File: config.mk
export PLATFORM = sky130hd
export DESIGN_NAME = sonar_echo_responder_flat
export DESIGN_NICKNAME = d
export VERILOG_FILES = /design/src/rtl/sonar_pkg.sv /design/src/rtl/sonar_echo_responder_if.sv /design/src/rtl/sonar_sync.sv /design/src/rtl/sonar_echo_responder.sv /design/src/flat_wrapper.sv
export SDC_FILE = /design/constraint.sdc
export NUM_CORES = 1
export LEC_CHECK = 0
export ABC_AREA = 0
export BUFFER_PORTS_ARGS = -buffer_cell sky130_fd_sc_hd__buf_4
export CORE_MARGIN = 1
export CORE_UTILIZATION = 30
export CTS_BUF_LIST = sky130_fd_sc_hd__clkbuf_4 sky130_fd_sc_hd__clkbuf_8
export DETAILED_ROUTE_END_ITERATION = 8
export PLACE_DENSITY = 0.47
export SETUP_SLACK_MARGIN = 0.5
export SYNTH_ARGS = -nofsm -noshare
export SYNTH_HDL_FRONTEND = slang
export SYNTH_SLANG_ARGS = --single-unit
File: constraint.sdc
create_clock -name clk -period 6.3 [get_ports clk]
set_input_delay 1.89 -clock clk [delete_from_list [all_inputs] [get_ports clk]]
set_output_delay 1.89 -clock clk [all_outputs]
set_load 0.03 [all_outputs]
File: src/rtl/sonar_pkg.sv
// Shared types and default timing for the sonar trig/echo responder.
// Defaults assume the 43.904 MHz sonar clock (256 cycles per mm round trip).
package sonar_pkg;

   typedef enum logic [2:0] {
      IDLE        = 3'd0,
      TRIG_HIGH   = 3'd1,
      BURST_DELAY = 3'd2,
      ECHO        = 3'd3,
      HOLDOFF     = 3'd4
   } state_e;

   localparam int CNT_W  = 22;
   localparam int DIST_W = 12;
   localparam int MEAS_W = 16;

   localparam int DEF_CYCLES_PER_MM   = 256;
   localparam int DEF_MIN_TRIG_CYC    = 440;
   localparam int DEF_BURST_DELAY_CYC = 8781;
   localparam int DEF_MAX_MM          = 4000;
   localparam int DEF_TIMEOUT_CYC     = 1668352;
   localparam int DEF_HOLDOFF_CYC     = 439040;

   function automatic longint unsigned max2(
      input longint unsigned a,
      input longint unsigned b
   );
      return (a > b) ? a : b;
   endfunction

endpackage

File: src/rtl/sonar_echo_responder_if.sv
// Trig/echo link between a ranging initiator and the responder.
// The initiator is master, the sensor model is slave.
interface sonar_echo_responder_if;
   import sonar_pkg::*;

   logic              trig;
   logic [DIST_W-1:0] distance_mm;
   logic              no_target;
   logic              echo;
   logic              busy;
   logic [MEAS_W-1:0] meas_count;
   logic              short_trig;
   logic              trig_ignored;

   modport master (
      output trig, distance_mm, no_target,
      input  echo, busy, meas_count, short_trig, trig_ignored
   );

   modport slave (
      input  trig, distance_mm, no_target,
      output echo, busy, meas_count, short_trig, trig_ignored
   );

endinterface

File: src/rtl/sonar_sync.sv
// Two-flop synchronizer for asynchronous sensor-side inputs.
// Also reused on the initiator side for the returning echo.
module sonar_sync #(
   parameter int W = 1
) (
   input  logic         clk,
   input  logic         rst,
   input  logic [W-1:0] d,
   output logic [W-1:0] q
);

   logic [W-1:0] s1;

   always_ff @(posedge clk or negedge rst) begin
      if (!rst) begin
         s1 <= '0;
         q  <= '0;
      end else begin
         s1 <= d;
         q  <= s1;
      end
   end

endmodule

File: src/rtl/sonar_echo_responder.sv
// Ultrasonic ranging sensor model: answers an accepted trig pulse
// with an echo whose width encodes the programmed distance.
module sonar_echo_responder
   import sonar_pkg::*;
#(
   parameter int CYCLES_PER_MM   = DEF_CYCLES_PER_MM,
   parameter int MIN_TRIG_CYC    = DEF_MIN_TRIG_CYC,
   parameter int BURST_DELAY_CYC = DEF_BURST_DELAY_CYC,
   parameter int MAX_MM          = DEF_MAX_MM,
   parameter int TIMEOUT_CYC     = DEF_TIMEOUT_CYC,
   parameter int HOLDOFF_CYC     = DEF_HOLDOFF_CYC
) (
   input logic clk,
   input logic rst,
   sonar_echo_responder_if.slave bus
);

   localparam longint unsigned NEED =
      max2(max2(longint'(4095) * longint'(CYCLES_PER_MM),
                longint'(TIMEOUT_CYC)),
           max2(longint'(BURST_DELAY_CYC),
                longint'(HOLDOFF_CYC)));
   localparam longint unsigned CNT_MAX = (64'd1 << CNT_W) - 64'd1;

   if (NEED > CNT_MAX) begin : g_cnt_w_chk
      $error("CNT_W too narrow for timing parameters");
   end

   localparam logic [CNT_W-1:0] ONE     = CNT_W'(1);
   localparam logic [CNT_W-1:0] MIN_W   = CNT_W'(MIN_TRIG_CYC);
   localparam logic [CNT_W-1:0] BD_M1   = CNT_W'(BURST_DELAY_CYC - 1);
   localparam logic [CNT_W-1:0] HO_M1   = CNT_W'(HOLDOFF_CYC - 1);
   localparam logic [CNT_W-1:0] TMO_W   = CNT_W'(TIMEOUT_CYC);
   localparam logic [CNT_W-1:0] MM_W    = CNT_W'(CYCLES_PER_MM);
   localparam logic [DIST_W:0]  MAX_D   = (DIST_W+1)'(MAX_MM);

   state_e            state;
   logic [CNT_W-1:0]  cnt;
   logic [CNT_W-1:0]  w_q;
   logic [CNT_W-1:0]  w_calc;
   logic [MEAS_W-1:0] meas_q;
   logic              echo_q;
   logic              short_q;
   logic              ign_q;
   logic              trig_s;
   logic              trig_q;
   logic              rise;
   logic              fall;

   sonar_sync #(.W(1)) u_sync (
      .clk (clk),
      .rst (rst),
      .d   (bus.trig),
      .q   (trig_s)
   );

   assign rise = trig_s & ~trig_q;
   assign fall = ~trig_s & trig_q;

   // Zero distance still yields one mm of echo so the pulse is never empty.
   always_comb begin
      w_calc = CNT_W'(bus.distance_mm) * MM_W;
      if (bus.no_target || ({1'b0, bus.distance_mm} > MAX_D))
         w_calc = TMO_W;
      else if (bus.distance_mm == '0)
         w_calc = MM_W;
   end

   always_ff @(posedge clk or negedge rst) begin
      if (!rst) begin
         state   <= IDLE;
         cnt     <= '0;
         w_q     <= '0;
         meas_q  <= '0;
         echo_q  <= 1'b0;
         short_q <= 1'b0;
         ign_q   <= 1'b0;
         trig_q  <= 1'b0;
      end else begin
         trig_q  <= trig_s;
         short_q <= 1'b0;
         ign_q   <= 1'b0;
         unique case (state)
            IDLE: begin
               if (rise) begin
                  state <= TRIG_HIGH;
                  cnt   <= ONE;
               end
            end
            TRIG_HIGH: begin
               if (fall) begin
                  if (cnt >= MIN_W) begin
                     state  <= BURST_DELAY;
                     cnt    <= BD_M1;
                     w_q    <= w_calc;
                     meas_q <= meas_q + MEAS_W'(1);
                  end else begin
                     state   <= IDLE;
                     short_q <= 1'b1;
                  end
               end else if (cnt != '1) begin
                  cnt <= cnt + ONE;
               end
            end
            BURST_DELAY: begin
               ign_q <= rise;
               if (cnt == '0) begin
                  state  <= ECHO;
                  echo_q <= 1'b1;
                  cnt    <= w_q - ONE;
               end else begin
                  cnt <= cnt - ONE;
               end
            end
            ECHO: begin
               ign_q <= rise;
               if (cnt == '0) begin
                  state  <= HOLDOFF;
                  echo_q <= 1'b0;
                  cnt    <= HO_M1;
               end else begin
                  cnt <= cnt - ONE;
               end
            end
            HOLDOFF: begin
               ign_q <= rise;
               if (cnt == '0)
                  state <= IDLE;
               else
                  cnt <= cnt - ONE;
            end
            default: state <= IDLE;
         endcase
      end
   end

   assign bus.echo         = echo_q;
   assign bus.busy         = (state != IDLE);
   assign bus.meas_count   = meas_q;
   assign bus.short_trig   = short_q;
   assign bus.trig_ignored = ign_q;

endmodule

File: src/flat_wrapper.sv
// flat-port wrapper written by rule: the top's interface ports become plain ports
module sonar_echo_responder_flat import sonar_pkg::*;
#(
   parameter int CYCLES_PER_MM   = DEF_CYCLES_PER_MM,
   parameter int MIN_TRIG_CYC    = DEF_MIN_TRIG_CYC,
   parameter int BURST_DELAY_CYC = DEF_BURST_DELAY_CYC,
   parameter int MAX_MM          = DEF_MAX_MM,
   parameter int TIMEOUT_CYC     = DEF_TIMEOUT_CYC,
   parameter int HOLDOFF_CYC     = DEF_HOLDOFF_CYC
)
  (clk, rst, bus_trig, bus_distance_mm, bus_no_target, bus_echo, bus_busy, bus_meas_count, bus_short_trig, bus_trig_ignored);
  sonar_echo_responder_if bus_i ();
  input logic clk;
  input logic rst;
  input wire logic [$bits(bus_i.trig)-1:0] bus_trig;
  input wire logic [$bits(bus_i.distance_mm)-1:0] bus_distance_mm;
  input wire logic [$bits(bus_i.no_target)-1:0] bus_no_target;
  output wire logic [$bits(bus_i.echo)-1:0] bus_echo;
  output wire logic [$bits(bus_i.busy)-1:0] bus_busy;
  output wire logic [$bits(bus_i.meas_count)-1:0] bus_meas_count;
  output wire logic [$bits(bus_i.short_trig)-1:0] bus_short_trig;
  output wire logic [$bits(bus_i.trig_ignored)-1:0] bus_trig_ignored;
  assign bus_i.trig = bus_trig;
  assign bus_i.distance_mm = bus_distance_mm;
  assign bus_i.no_target = bus_no_target;
  assign bus_echo = bus_i.echo;
  assign bus_busy = bus_i.busy;
  assign bus_meas_count = bus_i.meas_count;
  assign bus_short_trig = bus_i.short_trig;
  assign bus_trig_ignored = bus_i.trig_ignored;
  sonar_echo_responder #(.CYCLES_PER_MM(CYCLES_PER_MM), .MIN_TRIG_CYC(MIN_TRIG_CYC), .BURST_DELAY_CYC(BURST_DELAY_CYC), .MAX_MM(MAX_MM), .TIMEOUT_CYC(TIMEOUT_CYC), .HOLDOFF_CYC(HOLDOFF_CYC)) u_core (.clk(clk), .rst(rst), .bus(bus_i));
endmodule
==> results.md, run 1 <==
- Outcome: finished clean
- Count leader, synth: dfrtp_1
- Number of setup violations in the final report: 0
- Setup TNS: 0 ns
- H-tree Lvls: 3
- Global route overflow: 0
- Relative slew margins: 33.96%
- Num ports: 36
- Internal Power: 1.099 mW
- Effective utilization at floorplan: 31.32%
- Portion of total power attributed to combinational logic: 50.0%
- Number of I/O port buffers: 35
- First-pass GRT wire length: 19630 um
- Global-route usage over all layers: 17.99%
- Remaining DRCs: 0
- Tot Pwr: 2.201 mW
- Vert. Die Dim: 117.7 um
- Post-Place Cells: 666
- Total die area: 13850 sq um
- Sw power: 1.102 mW
- Routed length per instance: 17.19 um
- Via count normalized by instance count: 5.479
- Placement row count: 41
- Synthesized area: 4016 sq um
- Number of gates given a new drive strength after cts: 0
- Hold Buf Count CTS: 0
- Nature of the critical path endpoint: primary output
- Main area contributors after synthesis: dfrtp_1 37%, xnor2_1 6.5%, o21ai_0 5.6%
- Net count reported at finish: 525
- Maximum clock frequency: 0.2970 GHz
- Mean Syn Cell Area: 8.281 sq um
- Leakage power total: 1.846 nW
- Combinational family with the most area after synthesis: simple AND/OR/NAND/NOR gates
- Max-slew violation count: 0
- Most frequent cells after synthesis: 60 x dfrtp_1, 54 x nor2_1, 52 x nand2_1
- Type of the worst min-delay path: flop to flop
- Core outline area: 12820 sq um
- Postcts setup bufs: 0
- Synth cell types: 65
- Post-synthesis cell type with the largest combined area: dfrtp_1
- Clock tree root driver cell: clkbuf_8
- Adder and majority gate portion of the synthesized area: 1.246%
- Share of synthesized area spent on multiplexers: 0%
- 1st-pass router iterations: 4
- Synth Area in XOR/XNOR: 8.941%
- Fraction of final layout cells sized beyond drive strength 1: 13.56%
- Max-cap violation count: 0
- Final cell count without fillers: 681
- Area share of and/or/nand/nor cells after synthesis: 28.85%
- Via Count: 3731
- Post-route clock skew: 0.006791 ns
- Fin crit share: 53.45%
- Routed wire length: 11710 um
- Signal arrival time at the worst endpoint: 1.48 ns
- Portion of total power attributed to the clock network: 16.1%
- Number of nets with antenna violations after routing: 0
- Sequential fraction of design power: 33.9%
- Die width: 117.7 um
- Number of enable-type register cells in the synthesized netlist: 0
- Critical Path Fanout Max: 14
- Half-perimeter wire length of the detailed placement result: 8504 um
- Antenna violations before repair: 0
- Number of CTS-inserted buffers: 9
- Req. time, crit path: 4.41 ns
- Area share of the largest cell type after synthesis: 37.38%
- Clk_lat worst skew: 0.35 ns
- Cells after synthesis: 485
- Clock Tree Buf Depth: 2
- Switching share of power: 50.05%
- Most used flip-flop cell after synthesis: dfrtp_1
- Vias in the first global route: 3524
- Sequential cell area fraction in the yosys report: 37.38%
- Final count of hold timing violations: 0
- Clock tree from TritonCTS: yes
- Worst IR drop on VDD: 0.1589 mV
- Clock sink total: 60
- Setup repair after global routing missed its margin: no
- Ant. Diodes: 0
- Initial DRC Count: 299
- Power density cells: 478.5 nW/um^2
- FFs w/ async S/R, synth: 100.0%
- Clock-pin slew on the worst setup and hold paths: 0.07 ns
- Post-route minimum period: 3.367 ns
- Relative area change from synthesis to final layout: 14.52%
- Pin count of the biggest net entering global routing: 61
- Number of storage elements in the synthesis netlist: 60
- Critical Setup Path Class: flop to primary output
- Placer congestion estimate: 0.8795
- Warnings from Yosys: 0
- Actual slew at the worst max-slew pin: 0.9870 ns
- Synthesized-area fraction occupied by ao, oa, aoi and oai cells: 19.60%
- Syn_nets: 505
- Startpoint Class: flop
[stage by stage]
stage,setup slack [ns],hold WS [ns],utilization (%),area [sq um]
5_1_grt,2.796,0.3678,35.86,4599
4_1_cts,2.920,0.3524,35.86,4599
3_3_place_gp,2.821,0.3354,34.34,4404
6_report,2.933,0.3481,35.86,4599
3_5_place_dp,2.995,0.3365,34.34,4404
2_1_floorplan,3.323,0.3312,-,4016
[path summary, 6_finish.rpt]
path | startpoint | endpoint | slack (ns) | cells past startpoint
worst max-delay path | u_core.state[2]$_DFFE_PN0P_ | bus_busy | 2.93 | 2
worst min-delay path | u_core.u_sync.s1$_DFF_PN0_ | u_core.u_sync.q$_DFF_PN0_ | 0.35 | 0
worst max register to register | u_core.cnt[6]$_DFFE_PN0P_ | u_core.cnt[7]$_DFFE_PN0P_ | 3.01 | 6
worst min register to register | u_core.u_sync.s1$_DFF_PN0_ | u_core.u_sync.q$_DFF_PN0_ | 0.35 | 0
max in group asynchronous | rst | u_core.cnt[19]$_DFFE_PN0P_ | 4.17 | 1
min in group asynchronous | rst | u_core.trig_q$_DFF_PN0_ | 1.62 | 1
[routing by layer]
layer	track usage [%]	vias up	part of all wire, %
li1	-	1812	-
met1	26.29	1786	49
met2	25.92	113	44
met3	3.731	20	5.4
met4	6.250	0	1.8
met5	0	-	0
[registers in the layout (all words and copies together) (netlist names), 3 cells and up]
name and cells:
u_core.cnt 22, u_core.bus.meas_count 16, u_core.w_q 13, u_core.state 3
[power by group through the flow]
| stage | logic [mW] | clock network, mW | registers [mW] |
|---|---|---|---|
| after floorplan | 0.822 | 0 | 0.637 |
| after global placement | 1.09 | 0 | 0.748 |
| after detailed placement | 1.08 | 0 | 0.749 |
| after CTS | 1.09 | 0.368 | 0.743 |
| after global routing | 1.22 | 0.387 | 0.781 |
| final | 1.10 | 0.355 | 0.745 |
[worst max-delay path, cell delays in order, from the launching register on]
cell and delay (ns):
dfrtp_1 0.52, or3_1 0.43, buf_4 0.18
[cells by family after synthesis]
logic type / Yosys count
xor+xnor: 41
flops: 60
buf+inv: 37
compound gates: 126
simple gates: 217
fa+ha+maj: 4
[area by class of cell]
class	instances	area [sq um]
fillers	1372	8225
inverters	9	33.78
clock buffers	11	145.1
repair buffers	37	277.8
multi-input cells	388	2376
well taps	172	215.2
clock inverters	4	50.05
flip-flops and latches	60	1501
[placed cells by master, fill, tap and decap left out, types with 9 or more instances in the layout]
| cell | count |
|---|---|
| dfrtp_1 | 60 |
| nor2_1 | 54 |
| nand2_1 | 52 |
| o21ai_0 | 45 |
| buf_4 | 37 |
| xnor2_1 | 30 |
| a21oi_1 | 25 |
| nor3_1 | 22 |
| nand3_1 | 15 |
| nor4_1 | 12 |
| nand4_1 | 12 |
| xor2_1 | 11 |
| clkbuf_8 | 10 |
| inv_1 | 9 |
Power figures use the tool's default switching activity.
==> inputs of run 2 (changes only) <==
--- a/config.mk
+++ b/config.mk
@@ -5,7 +5,7 @@
 export SDC_FILE = /design/constraint.sdc
 export NUM_CORES = 1
 export LEC_CHECK = 0
-export ABC_AREA = 0
+export ABC_AREA = 1
 export BUFFER_PORTS_ARGS = -buffer_cell sky130_fd_sc_hd__buf_4
 export CORE_MARGIN = 1
 export CORE_UTILIZATION = 30
==> constraint.sdc (replaced) <==
create_clock -name clk -period 3.42 [get_ports clk]
set_input_delay 1.026 -clock clk [delete_from_list [all_inputs] [get_ports clk]]
set_output_delay 1.026 -clock clk [all_outputs]
set_load 0.03 [all_outputs]
==> results.md, run 2 <==
- Outcome: finished clean (unchanged)
- Leakage power total: 2.520 nW (was 1.846 nW)
- Global-route usage over all layers: 17.85% (was 17.99%)
- Crit path max-delay cell type: dfrtp_1 (unchanged)
- Max-slew violation count: 0 (unchanged)
- Met3 GRT Util: 3.222% (was 3.731%)
- 1st-pass router iterations: 5 (was 4)
- Main area contributors after synthesis: dfrtp_1 33%, nand2_1 18%, nand3_1 7.8% (was dfrtp_1 37%, xnor2_1 6.5%, o21ai_0 5.6%)
- Total die area: 15490 sq um (was 13850 sq um)
- Number of enable-type register cells in the synthesized netlist: 0 (unchanged)
- Post-placement worst setup slack: 1.079 ns (was 2.995 ns)
- Largest register by flop count: u_core.cnt (unchanged)
- Setup slack of the critical path after layout: 1.075 ns (was 2.933 ns)
- Syn_nets: 706 (was 505)
- Nature of the critical path endpoint: primary output (unchanged)
- FFs w/ async S/R, synth: 100.0% (unchanged)
- Clock tree root driver cell: clkbuf_8 (unchanged)
- Number of storage elements in the synthesis netlist: 60 (unchanged)
- Most used flip-flop cell after synthesis: dfrtp_1 (unchanged)
- Setup TNS: 0 ns (unchanged)
- Signal arrival time at the worst endpoint: 1.32 ns (was 1.48 ns)
- Actual slew at the worst max-slew pin: 0.8133 ns (was 0.9870 ns)
- Global route overflow: 0 (unchanged)
- Req. time, crit path: 2.39 ns (was 4.41 ns)
- Effective utilization at floorplan: 30.84% (was 31.32%)
- Count leader, synth: nand2_1 (was dfrtp_1)
- Hold Buf Count CTS: 0 (unchanged)
- First-pass GRT wire length: 21740 um (was 19630 um)
- Number of setup violations in the final report: 0 (unchanged)
- Relative area change from synthesis to final layout: 11.99% (was 14.52%)
- Routed length per instance: 14.88 um (was 17.19 um)
- Final count of hold timing violations: 0 (unchanged)
- Synthesized area: 4499 sq um (was 4016 sq um)
- Post-route clock skew: 0.009853 ns (was 0.006791 ns)
- Net count reported at finish: 730 (was 525)
- Half-perimeter wire length of the detailed placement result: 10280 um (was 8504 um)
- Synth cell types: 33 (was 65)
- H-tree Lvls: 3 (unchanged)
- Via count normalized by instance count: 4.826 (was 5.479)
- Placement row count: 44 (was 41)
- Placer congestion estimate: 0.9296 (was 0.8795)
- Relative slew margins: 45.78% (was 33.96%)
- Clk_lat worst skew: 0.37 ns (was 0.35 ns)
- Startpoint Class: flop (unchanged)
- Num ports: 36 (unchanged)
- Critical Setup Path Class: flop to primary output (unchanged)
- Routed wire length: 13380 um (was 11710 um)
- Postcts setup bufs: 0 (unchanged)
- Warnings from Yosys: 0 (unchanged)
- Sequential cell area fraction in the yosys report: 33.37% (was 37.38%)
- Setup repair after global routing missed its margin: no (unchanged)
- Max-cap violation count: 0 (unchanged)
- Power density cells: 821.0 nW/um^2 (was 478.5 nW/um^2)
- GRT met2 Usage: 27.88% (was 25.92%)
- Worst IR drop on VDD: 0.2643 mV (was 0.1589 mV)
- Area share of the largest cell type after synthesis: 33.37% (was 37.38%)
- Antenna violations before repair: 0 (unchanged)
- Crit path largest cell delay: 0.38 ns (was 0.52 ns)
- Most frequent cells after synthesis: 213 x nand2_1, 85 x nor2_1, 70 x inv_1, 70 x nand3_1, 60 x dfrtp_1 (was 60 x dfrtp_1, 54 x nor2_1, 52 x nand2_1)
- Leading cell types in the layout, fill and taps excluded: 213 x nand2_1, 85 x nor2_1, 70 x inv_1, 70 x nand3_1, 60 x dfrtp_1 (was 60 x dfrtp_1, 54 x nor2_1, 52 x nand2_1)
- Most common cell after layout, fill and taps aside: nand2_1 (was dfrtp_1)
- Clock tree from TritonCTS: yes (unchanged)
- Type of the worst min-delay path: flop to flop (unchanged)
- Number of I/O port buffers: 35 (unchanged)
- Initial DRC Count: 279 (was 299)
- Die width: 124.5 um (was 117.7 um)
- Clock-pin slew on the worst setup and hold paths: 0.07 ns (about the same)
- Pin count of the biggest net entering global routing: 61 (unchanged)
- Critical Path Fanout Max: 4 (was 14)
- Remaining DRCs: 0 (unchanged)
- Number of nets with antenna violations after routing: 0 (unchanged)
- Cells after synthesis: 686 (was 485)
- Clock sink total: 60 (unchanged)
- Maximum clock frequency: 0.4265 GHz
- Vias in the first global route: 4159 (was 3524)
- Vert. Die Dim: 124.5 um (was 117.7 um)
- Post-synthesis cell type with the largest combined area: dfrtp_1 (unchanged)
- Mean Syn Cell Area: 6.559 sq um (was 8.281 sq um)
- CP cell instances: inv_1, nand2_1, inv_1, nand2_1, buf_4 (was or3_1, buf_4)
- Met1 Use GR: 24.05% (was 26.29%)
- Number of gates given a new drive strength after cts: 0 (unchanged)
- Via Count: 4339 (was 3731)
- Clock Tree Buf Depth: 2 (unchanged)
- Fin crit share: 68.56%
- Ant. Diodes: 0 (unchanged)
- Number of CTS-inserted buffers: 9 (unchanged)
- Most Crowded Layer GR: met2 (was met1)
- Post-route minimum period: 2.345 ns
- Core outline area: 14590 sq um (was 12820 sq um)
- Max FFs per register: 22 (unchanged)
- Fraction of final layout cells sized beyond drive strength 1: 13.57% (was 13.56%)
-- run 2: through the flow --
step	cell area [sq um]	instances	utilization [%]	hold slack [ns]	power, mW
2_1_floorplan	4499	686	-	0.3312	2.926
3_3_place_gp	4843	883	33.20	0.3367	3.482
3_5_place_dp	4843	883	33.20	0.3362	3.478
4_1_cts	5039	899	34.54	0.3505	4.169
5_1_grt	5039	899	34.54	0.3724	4.509
6_report	5039	899	34.54	0.3556	4.137
-- run 2: power breakdown --
group	internal, mW	leakage [nW]	switching, mW	total, mW
clock	0.344	0.0961	0.324	0.668
sequential	0.924	0.777	0.305	1.23
combinational	0.710	1.65	1.53	2.24
-- run 2: cell type report --
cell class                      count  area, sq um
Sequential cell                    60         1501
Fill cell                        1579         9550
Timing Repair Buffer               35        262.8
Tap cell                          184        230.2
Clock inverter                      6        63.81
Multi-Input combinational cell    523         2545
Clock buffer                       10        131.4
Inverter                           81        304.0
-- run 2: critical path: cells and delay by family (launching register included) --
| kind | cells | cell delay, ns |
|---|---|---|
| DFF | 1 | 0.38 |
| buffers and inverters | 3 | 0.40 |
| and+or+nand+nor | 2 | 0.17 |
-- run 2: metal layers --
layer,part of all wire (%),vias up
li1,-,2216
met1,47,1964
met2,45,138
met3,6.2,21
met4,2.1,0
met5,0,-
-- run 2: worst paths after layout --
kind / startpoint / to / slack [ns] / cells after the start
worst max-delay path: u_core.state[0]$_DFFE_PN0P_ / bus_busy / 1.08 / 5
worst min-delay path: u_core.u_sync.s1$_DFF_PN0_ / u_core.u_sync.q$_DFF_PN0_ / 0.36 / 0
worst max register to register: u_core.cnt[0]$_DFFE_PN0P_ / u_core.cnt[4]$_DFFE_PN0P_ / 1.08 / 11
worst min register to register: u_core.u_sync.s1$_DFF_PN0_ / u_core.u_sync.q$_DFF_PN0_ / 0.36 / 0
max in group asynchronous: rst / u_core.w_q[13]$_DFFE_PN0P_ / 2.13 / 1
min in group asynchronous: rst / u_core.cnt[6]$_DFFE_PN0P_ / 0.74 / 1
-- run 2: kinds of logic after synthesis --
kind of cell / count (synthesis) / share of synthesized area, %
flip-flops: 60 / 33.37
AO/OA/AOI/OAI: 66 / 8.259
buffers and inverters: 103 / 10.07
AND/OR/NAND/NOR: 418 / 40.38
XOR/XNOR: 35 / 6.813
adder cells (fa/ha/maj): 4 / 1.112
==> inputs of run 3 (changes only) <==
--- a/config.mk
+++ b/config.mk
@@ -11,7 +11,7 @@
 export CORE_UTILIZATION = 30
 export CTS_BUF_LIST = sky130_fd_sc_hd__clkbuf_4 sky130_fd_sc_hd__clkbuf_8
 export DETAILED_ROUTE_END_ITERATION = 8
-export PLACE_DENSITY = 0.47
+export PLACE_DENSITY = 0.48
 export SETUP_SLACK_MARGIN = 0.5
 export SYNTH_ARGS = -nofsm -noshare
 export SYNTH_HDL_FRONTEND = slang
==> constraint.sdc (replaced) <==
create_clock -name clk -period 2.1 [get_ports clk]
set_input_delay 0.63 -clock clk [delete_from_list [all_inputs] [get_ports clk]]
set_output_delay 0.63 -clock clk [all_outputs]
set_load 0.03 [all_outputs]
==> results.md, run 3 (same netlist as run 2, synthesis figures left out) <==
- Outcome: finished clean (unchanged)
- Fraction of final layout cells sized beyond drive strength 1: 36.96% (was 13.57%)
- Type of the worst min-delay path: input port to async pin (was flop to flop)
- Num ports: 36 (unchanged)
- Initial DRC Count: 281 (was 279)
- Via Count: 4836 (was 4339)
- Max FFs per register: 22 (unchanged)
- Max-slew violation count: 0 (unchanged)
- Total die area: 15490 sq um (unchanged)
- Routed length per instance: 14.89 um (was 14.88 um)
- Global route overflow: 0 (unchanged)
- Setup repair after global routing missed its margin: yes (was no)
- Critical Path Fanout Max: 5 (was 4)
- Actual slew at the worst max-slew pin: 0.7133 ns (was 0.8133 ns)
- First-pass GRT wire length: 23320 um (was 21740 um)
- Fin crit share: 87.86%
- Number of CTS-inserted buffers: 9 (unchanged)
- Clock tree root driver cell: clkbuf_8 (unchanged)
- Setup TNS: 0 ns (unchanged)
- Via count normalized by instance count: 4.870 (was 4.826)
- Power density cells: 1308 nW/um^2 (was 821.0 nW/um^2)
- Max-cap violation count: 0 (unchanged)
- Tot Pwr: 8.445 mW (was 4.137 mW)
- Maximum clock frequency: 0.5420 GHz
- Final hold slack: 0.1657 ns (was 0.3556 ns)
- Clock tree from TritonCTS: yes (unchanged)
- Critical Setup Path Class: flop to flop (was flop to primary output)
- Number of setup violations in the final report: 0 (unchanged)
- Signal arrival time at the worst endpoint: 2.10 ns (was 1.32 ns)
- Post-Place Cells: 902 (was 883)
- Post-route clock skew: 0.01594 ns (was 0.009853 ns)
- Final count of hold timing violations: 0 (unchanged)
- Most common cell after layout, fill and taps aside: nand2_1 (unchanged)
- Post-placement worst setup slack: 0.006237 ns (was 1.079 ns)
- Effective utilization at floorplan: 30.84% (unchanged)
- Net count reported at finish: 824 (was 730)
- Number of I/O port buffers: 35 (unchanged)
- 1st-pass router iterations: 5 (unchanged)
- Antenna violations before repair: 0 (unchanged)
- Clock sink total: 60 (unchanged)
- Ant. Diodes: 0 (unchanged)
- Placement row count: 44 (unchanged)
- Vert. Die Dim: 124.5 um (unchanged)
- Clock Tree Buf Depth: 2 (unchanged)
- Largest register by flop count: u_core.cnt (unchanged)
- Area of all placed cells without fillers: 6459 sq um (was 5039 sq um)
- Leakage power total: 3.155 nW (was 2.520 nW)
- Leading cell types in the layout, fill and taps excluded: 192 x nand2_1, 97 x buf_4, 60 x inv_1 (was 213 x nand2_1, 85 x nor2_1, 70 x inv_1, 70 x nand3_1, 60 x dfrtp_1)
- Die width: 124.5 um (unchanged)
- Relative slew margins: 52.16% (was 45.78%)
- Placer congestion estimate: 0.8970 (was 0.9296)
- Startpoint Class: flop (unchanged)
- Routed wire length: 14790 um (was 13380 um)
- Core outline area: 14590 sq um (unchanged)
- Global-route usage over all layers: 19.10% (was 17.85%)
- Post-route minimum period: 1.845 ns
- Worst IR drop on VDD: 0.5358 mV (was 0.2643 mV)
- Setup slack of the critical path after layout: 0.2548 ns (was 1.075 ns)
- Final cell count without fillers: 993 (was 899)
- Area after detailed placement: 5034 sq um (was 4843 sq um)
- Clock-pin slew on the worst setup and hold paths: 0.08 ns (was 0.07 ns)
- Remaining DRCs: 0 (unchanged)
- Clk_lat worst skew: 0.37 ns (about the same)
- Half-perimeter wire length of the detailed placement result: 10400 um (was 10280 um)
- Relative area change from synthesis to final layout: 43.55% (was 11.99%)
- Number of nets with antenna violations after routing: 0 (unchanged)
- Req. time, crit path: 2.35 ns (was 2.39 ns)
- Fin util: 44.27% (was 34.54%)
- Pin count of the biggest net entering global routing: 25 (was 61)
- Nature of the critical path endpoint: flop (was primary output)
- H-tree Lvls: 3 (unchanged)
- Vias in the first global route: 4558 (was 4159)
run 3: path summary, 6_finish.rpt:
path                                             from  slack, ns  cells past startpoint                         end
hold / removal                                    rst       0.17                      1   u_core.cnt[5]$_DFFE_PN0P_
hold reg to reg            u_core.u_sync.s1$_DFF_PN0_       0.36                      0   u_core.u_sync.q$_DFF_PN0_
setup reg to reg            u_core.cnt[6]$_DFFE_PN0P_       0.25                      9  u_core.cnt[19]$_DFFE_PN0P_
min in group clk           u_core.u_sync.s1$_DFF_PN0_       0.36                      0   u_core.u_sync.q$_DFF_PN0_
setup / recovery            u_core.cnt[6]$_DFFE_PN0P_       0.25                      9  u_core.cnt[19]$_DFFE_PN0P_
max in group asynchronous                         rst       1.43                      2  u_core.cnt[16]$_DFFE_PN0P_
run 3: what timing repair did:
action	CTS	global route
pin swaps	16	30
gates cloned	2	1
setup endpoints to repair	69	67
resized for setup	86	103
hold buffers	0	0
buffers inserted	39	33
run 3: final cells by class:
class / count / area (sq um)
Clock buffer: 11 / 145.1
Clock inverter: 5 / 85.08
Fill cell: 1452 / 8130
Inverter: 81 / 331.6
Multi-Input combinational cell: 523 / 3012
Sequential cell: 60 / 1529
Tap cell: 184 / 230.2
Timing Repair Buffer: 126 / 1092
Timing Repair inverter: 3 / 33.78
run 3: worst max-delay path, cell delays in order (launching register included):
cell,delay [ns]
dfrtp_1,0.44
nand2_1,0.13
nor2_2,0.24
nand3_4,0.12
nor2_4,0.11
nand4_1,0.20
nand3_4,0.20
nor2_1,0.08
nand2_1,0.14
nand2_1,0.07
run 3: power by group:
group | internal [mW] | switching [mW]
sequential | 1.53 | 0.440
combinational | 1.99 | 3.24
clock | 0.718 | 0.530
total | 4.23 | 4.21
run 3: metal layers:
layer	track usage (%)	part of all wire, %
met2	31.26	47
met3	4.038	5.0
met1	24.91	46
met4	6.308	1.9
met5	0	0
